File: src/rtl/mem_arbiter_pkg.sv
// Shared definitions for the two-requester SRAM arbiter: response FSM states,
// requester indices and the default starvation limit.
package mem_arbiter_pkg;

  typedef enum logic {
    IDLE = 1'b0,
    RESP = 1'b1
  } state_e;

  localparam logic REQ_INST     = 1'b0;
  localparam logic REQ_DATA     = 1'b1;
  localparam int   MAX_WAIT_DEF = 4;
  localparam int   WAIT_W       = 4;

endpackage

File: src/rtl/mem_arbiter_wait_cnt.sv
// Saturating per-requester wait counter; sat_o flags a requester that has
// waited MAX_WAIT cycles and must win its next conflict.
module arb_wait_cnt
  import mem_arbiter_pkg::*;
#(
  parameter int MAX_WAIT = MAX_WAIT_DEF
) (
  input  logic clk,
  input  logic resetn,
  input  logic req_i,
  input  logic gnt_i,
  output logic sat_o
);

  localparam logic [WAIT_W-1:0] SAT_V = WAIT_W'(MAX_WAIT);

  logic [WAIT_W-1:0] cnt_q, cnt_d;

  always_comb begin
    cnt_d = cnt_q;
    if (!req_i || gnt_i) begin
      cnt_d = '0;
    end else if (cnt_q != SAT_V) begin
      cnt_d = cnt_q + WAIT_W'(1);
    end
  end

  always_ff @(posedge clk or negedge resetn) begin
    if (!resetn) begin
      cnt_q <= '0;
    end else begin
      cnt_q <= cnt_d;
    end
  end

  assign sat_o = (cnt_q == SAT_V);

endmodule

File: src/rtl/mem_arbiter.sv
// Two-requester (instruction / data) arbiter for one single-port SRAM with a
// 1-cycle read latency. Define MEM_ARB_DATA_PRIO_EN for fixed data priority;
// otherwise conflicts are resolved round-robin. Starvation overrides both.
module mem_arbiter
  import mem_arbiter_pkg::*;
#(
  parameter int ADDR_W   = 32,
  parameter int MAX_WAIT = MAX_WAIT_DEF
) (
  input  logic              clk,
  input  logic              resetn,
  input  logic              i_req,
  input  logic [3:0]        i_wen,
  input  logic [ADDR_W-1:0] i_addr,
  input  logic [31:0]       i_wdata,
  input  logic              d_req,
  input  logic [3:0]        d_wen,
  input  logic [ADDR_W-1:0] d_addr,
  input  logic [31:0]       d_wdata,
  output logic              i_gnt,
  output logic              i_rvalid,
  output logic [31:0]       i_rdata,
  output logic              d_gnt,
  output logic              d_rvalid,
  output logic [31:0]       d_rdata,
  output logic              sram_en,
  output logic [3:0]        sram_wen,
  output logic [ADDR_W-1:0] sram_addr,
  output logic [31:0]       sram_wdata,
  input  logic [31:0]       sram_rdata
);

  state_e state_q;
  logic   owner_q;
  logic   wr_q;
  logic   last_gnt_q;
  logic   i_sat, d_sat;
  logic   win_data;

  arb_wait_cnt #(.MAX_WAIT(MAX_WAIT)) u_i_wait (
    .clk    (clk),
    .resetn (resetn),
    .req_i  (i_req),
    .gnt_i  (i_gnt),
    .sat_o  (i_sat)
  );

  arb_wait_cnt #(.MAX_WAIT(MAX_WAIT)) u_d_wait (
    .clk    (clk),
    .resetn (resetn),
    .req_i  (d_req),
    .gnt_i  (d_gnt),
    .sat_o  (d_sat)
  );

  // Conflict winner: starvation first, then the configured policy.
  always_comb begin
    win_data = 1'b0;
    if (i_sat && d_sat) begin
      win_data = (last_gnt_q == REQ_INST);
    end else if (i_sat) begin
      win_data = 1'b0;
    end else if (d_sat) begin
      win_data = 1'b1;
    end else begin
`ifdef MEM_ARB_DATA_PRIO_EN
      win_data = 1'b1;
`else
      win_data = (last_gnt_q == REQ_INST);
`endif
    end
  end

  // Grants are combinational, so they are forced low while reset is held.
  assign i_gnt = resetn & i_req & (~d_req | ~win_data);
  assign d_gnt = resetn & d_req & (~i_req | win_data);

  always_comb begin
    sram_en    = 1'b0;
    sram_wen   = 4'h0;
    sram_addr  = '0;
    sram_wdata = 32'h0;
    if (d_gnt) begin
      sram_en    = 1'b1;
      sram_wen   = d_wen;
      sram_addr  = d_addr;
      sram_wdata = d_wdata;
    end else if (i_gnt) begin
      sram_en    = 1'b1;
      sram_wen   = i_wen;
      sram_addr  = i_addr;
      sram_wdata = i_wdata;
    end
  end

  always_ff @(posedge clk or negedge resetn) begin
    if (!resetn) begin
      state_q    <= IDLE;
      owner_q    <= REQ_INST;
      wr_q       <= 1'b0;
      last_gnt_q <= REQ_DATA;
    end else if (i_gnt || d_gnt) begin
      state_q    <= RESP;
      owner_q    <= d_gnt;
      wr_q       <= (sram_wen != 4'h0);
      last_gnt_q <= d_gnt;
    end else begin
      state_q    <= IDLE;
    end
  end

  assign i_rvalid = (state_q == RESP) && (owner_q == REQ_INST);
  assign d_rvalid = (state_q == RESP) && (owner_q == REQ_DATA);
  // A write still returns an rvalid pulse, but with zero data.
  assign i_rdata  = (i_rvalid && !wr_q) ? sram_rdata : 32'h0;
  assign d_rdata  = (d_rvalid && !wr_q) ? sram_rdata : 32'h0;

endmodule

File: config.mk
export PLATFORM = sky130hd
export DESIGN_NAME = mem_arbiter
export DESIGN_NICKNAME = d
export VERILOG_FILES = /design/src/rtl/mem_arbiter_pkg.sv /design/src/rtl/mem_arbiter_wait_cnt.sv /design/src/rtl/mem_arbiter.sv
export SDC_FILE = /design/constraint.sdc
export NUM_CORES = 1
export LEC_CHECK = 0
export CAP_MARGIN = 20
export CORE_AREA = 2 2 120 122
export CTS_CLUSTER_SIZE = 14
export DETAILED_ROUTE_END_ITERATION = 7
export DIE_AREA = 0 0 122 124
export HOLD_SLACK_MARGIN = 0.05
export PLACE_DENSITY = 0.53
export SYNTH_ARGS = -nofsm -noshare
export SYNTH_HDL_FRONTEND = slang
export SYNTH_HIERARCHICAL = 1
export SYNTH_SLANG_ARGS = --single-unit
export TNS_END_PERCENT = 20
File: constraint.sdc
create_clock -name clk -period 2.4 [get_ports clk]
set_input_delay 0.36 -clock clk [delete_from_list [all_inputs] [get_ports clk]]
set_output_delay 0.36 -clock clk [all_outputs]
set_load 0.02 [all_outputs]
==> impl_results.rst <==
.. list-table::
   :header-rows: 1

   * - Metric
     - Value
   * - Kind of capture point of the worst setup path
     - output pin
   * - Sequential fraction of the synthesis area
     - 16.33%
   * - Max-slew violations
     - 0
   * - Cell with the most instances on the worst path
     - sky130_fd_sc_hd__buf_12
   * - CTS H-tree lvls
     - 1
   * - Vias
     - around 3,100
   * - Clock latency on the worst-skew pair
     - 0.24 ns
   * - Number of search-and-repair iterations in the first detailed-routing pass
     - 4
   * - Count of flip-flops with a built-in enable after synthesis
     - 0
   * - Launching element of the worst setup path
     - u_d_wait/cnt_q[1]
   * - Max capacitance violation total
     - 0
   * - Worst path top cell family by delay
     - buffers and inverters
   * - Total detailed-routing wirelength
     - roughly 14,000 um
   * - Effective utilization at floorplan
     - between 10% and 20%
   * - Endpoint required time on the critical path
     - 2.04 ns
   * - Drt first-iter violations
     - 92
   * - Largest net degree at the start of global routing
     - 33
   * - VDD IR max
     - 222.6 uV
   * - Final hold violation count
     - 0
   * - Startpoint type of the worst setup path
     - flop
   * - Ys async rst share
     - 100.0%
   * - Peak clock frequency supported by timing
     - a little under 400 MHz
   * - Synthesized instance count
     - roughly 220
   * - Minimum clock period after layout
     - 2.540 ns
   * - Headroom to the max-slew limit
     - 70.25%
   * - Floorplan Core Area
     - approximately 14,000 um2
   * - Number of buffer and inverter instances along the worst setup path
     - 6
   * - Residual overflow from global routing
     - 0
   * - Final Instance Area
     - 6048 um2
   * - Routed wire length per instance
     - 18.93 um
   * - Wire length of the first global-routing pass
     - 18,120 um
   * - TritonCTS clock tree
     - built
   * - Share of the core filled with cells
     - between 40% and 50%
   * - Number of filler cells placed in the layout
     - ~1,300
   * - Critical path cell sequence
     - inv_1 -> ha_1 -> nand3b_4 -> inv_4 -> a21bo_4 -> a31oi_4 -> buf_12 -> buf_8 -> buf_12 -> a22o_1 -> buf_6
   * - Cell at the root of the clock tree
     - sky130_fd_sc_hd__clkbuf_16
   * - Via density
     - 4.251
   * - Synthesized cell area
     - between 1500 and 2000 um2
   * - Largest fanout of any net on the critical path
     - 6
   * - Final worst setup slack
     - -0.1405 ns
   * - Die outline width
     - 122 um
   * - Period utilisation layout
     - 105.9%
   * - Number of library cell types mapped by synthesis
     - 33
   * - Worst Clk Skew
     - 0.0008576 ns
   * - Worst-margin pin slew
     - 0.4406 ns
   * - Dominant register cell in the synthesized netlist
     - sky130_fd_sc_hd__dfrtp_1
   * - Number of buffers inserted for hold repair after clock tree synthesis
     - 0
   * - Highest cell delay on the worst timing path
     - 0.38 ns
   * - Final-stage net count
     - 737
   * - CTS max path bufs
     - 2
   * - Die area
     - 15,130 um2
   * - Status
     - finished, violations left
   * - Floorplan die height
     - 124 um
   * - Antenna cells
     - 0
   * - Post-synth net total
     - 391
   * - Gp weighted congestion
     - 0.7472
   * - Clock Sinks
     - 12
   * - Clk slew on worst S/H paths
     - 0.04 ns
   * - Number of port buffers
     - 308
   * - Startpoint of the most critical register-to-register path
     - u_d_wait/cnt_q[1]
   * - Site Rows
     - 43
   * - Sum of internal, switching and leakage power
     - 1.999 mW
   * - Violated checks
     - setup timing
   * - Total of flip-flops plus latches after synthesis
     - 12
   * - Global Route Usage Sum
     - 15.78%
   * - Antenna Violating Nets Remaining
     - 0
   * - Number of failing setup endpoints in the final timing report
     - 69
   * - Worst EP arrival
     - about 2.2 ns
   * - CP max-delay cell
     - sky130_fd_sc_hd__dfrtp_1
   * - Layout cell share with drive strength beyond 1
     - between 20% and 30%
   * - Placement-stage cell area
     - 5274 um2
   * - Leakage power figure
     - 2.570 nW
   * - Hold Path Class
     - input port to asynchronous set/reset pin
   * - Yosys warns
     - 6
   * - Total CTS buffers
     - 3
   * - P&R area growth vs syn
     - 227.5%
   * - Io pins
     - 309
   * - Setup repair after global routing missed its margin
     - true
   * - Total power divided by cell area
     - about 330 nW/um2
   * - Detailed Place HPWL
     - ~11,000 um
   * - Register-to-register setup slack
     - roughly 0.31 ns
   * - Via count of the first global-routing pass
     - 3,218
   * - Mean instance size in the synthesized netlist
     - 8.590 um2
   * - Number of antenna violations at the first check in global routing
     - 0
   * - Worst setup path class
     - flop to output pin
   * - DRC violation count after routing
     - 0
kinds of logic (layout without fill, tap and decap cells):
logic type	Yosys count	after routing	synth area share, %
AND/OR/NAND/NOR	85	85	28.93
AO/OA/AOI/OAI	79	79	39.30
buffers and inverters	27	372	8.808
flip-flops	12	12	16.33
XOR/XNOR	6	6	2.846
adder cells (fa/ha/maj)	4	4	2.710
multiplexers	2	2	1.084
layer usage:
| layer | routed length [um] | track usage (%) |
|---|---|---|
| met3 | 1120 | 3.526 |
| met4 | 121 | 2.371 |
| met1 | 4833 | 16.21 |
| met5 | 0 | 0 |
| met2 | 7935 | 32.68 |
worst register-to-register path, delay by kind of cell, from the launching register on:
| kind | cells | cell delay (ns) |
|---|---|---|
| AND/OR/NAND/NOR | 3 | 0.37 |
| buffers and inverters | 6 | 0.61 |
| adder cells (fa/ha/maj) | 1 | 0.20 |
| AO/OA/AOI/OAI | 2 | 0.42 |
| flip-flops | 1 | 0.38 |
synthesized netlist by cell type (all sizes together) (2+ instances only):
| master | instances | area [um2] |
|---|---|---|
| inv | 5 | 18.77 |
| xnor2 | 4 | 35.03 |
| a22o | 68 | 595.6 |
| clkinv | 2 | 7.510 |
| nor3 | 2 | 20.02 |
| buf | 14 | 113.9 |
| nor2 | 4 | 15.01 |
| nand2b | 2 | 12.51 |
| clkbuf | 6 | 22.52 |
| a21o | 2 | 17.52 |
| ha | 4 | 50.05 |
| nand3b | 2 | 22.52 |
| nand2 | 3 | 13.77 |
| nor3b | 2 | 15.01 |
| mux2i | 2 | 20.02 |
| a21oi | 2 | 10.01 |
| xor2 | 2 | 17.52 |
| dfrtp | 11 | 275.3 |
| o41ai | 2 | 25.03 |
| and2 | 65 | 406.6 |
| nand3 | 2 | 10.01 |
state kept, by name, summed over array words and instances, names as in the netlist:
register,count
owner_q,1
state_q,1
last_gnt_q,1
wr_q,1
u_i_wait/cnt_q,4
u_d_wait/cnt_q,4
final timing paths:
check / endpoint / cells past startpoint
worst max-delay path: sram_wdata[10] / 11
worst min-delay path: u_i_wait/cnt_q[1] / 2
worst max register to register: u_d_wait/cnt_q[1] / 12
worst min register to register: wr_q / 2
max in group asynchronous: last_gnt_q / 2
min in group clk: wr_q / 2
power breakdown:
part           switching (mW)  internal [mW]
clock                  0.0842          0.251
sequential             0.0246          0.229
combinational           0.578          0.832
total                   0.687           1.31
through the flow:
step / instances / TNS [ns] / hold WS [ns] / worst slack (ns)
2_1_floorplan: 215 / 0 / 0.06441 / 0.02096
3_3_place_gp: 709 / -26.05 / 0.5575 / -0.4531
3_5_place_dp: 709 / -28.69 / 0.5656 / -0.4885
4_1_cts: 730 / -7.284 / 0.5119 / -0.1497
5_1_grt: 740 / -13.44 / 0.5446 / -0.2301
6_report: 740 / -5.763 / 0.5070 / -0.1405
placed cells by master (no fill, tap or decap), types with 2 or more instances in the layout:
| master | instances |
|---|---|
| sky130_fd_sc_hd__nor3_2 | 2 |
| sky130_fd_sc_hd__inv_1 | 3 |
| sky130_fd_sc_hd__clkdlybuf4s50_1 | 238 |
| sky130_fd_sc_hd__buf_4 | 24 |
| sky130_fd_sc_hd__nand3b_4 | 2 |
| sky130_fd_sc_hd__xnor2_1 | 4 |
| sky130_fd_sc_hd__buf_12 | 9 |
| sky130_fd_sc_hd__nand2b_1 | 2 |
| sky130_fd_sc_hd__a22o_1 | 68 |
| sky130_fd_sc_hd__xor2_1 | 2 |
| sky130_fd_sc_hd__nand3_1 | 2 |
| sky130_fd_sc_hd__dfrtp_1 | 11 |
| sky130_fd_sc_hd__and2_1 | 65 |
| sky130_fd_sc_hd__mux2i_1 | 2 |
| sky130_fd_sc_hd__a21oi_1 | 2 |
| sky130_fd_sc_hd__nor2_1 | 4 |
| sky130_fd_sc_hd__buf_16 | 6 |
| sky130_fd_sc_hd__clkbuf_16 | 10 |
| sky130_fd_sc_hd__ha_1 | 3 |
| sky130_fd_sc_hd__buf_6 | 76 |
| sky130_fd_sc_hd__inv_2 | 2 |
| sky130_fd_sc_hd__a21o_2 | 2 |
final cells by class:
cell class	count	area, um2	area share (%)
inverters	7	33.78	0.5585
multi-input cells	176	1445	23.89
flip-flops and latches	12	301.5	4.986
clock buffers	4	88.84	1.469
well taps	180	225.2	3.724
repair buffers	361	3954	65.37
what timing repair did:
| action | in CTS | in global routing |
|---|---|---|
| gates cloned | 6 | 8 |
| resized for setup | 410 | 30 |
| setup buffers | 11 | 3 |
| pin swaps | 47 | 11 |
| endpoints found under the setup margin | 70 | 70 |
(Power assumes the default switching activity.)
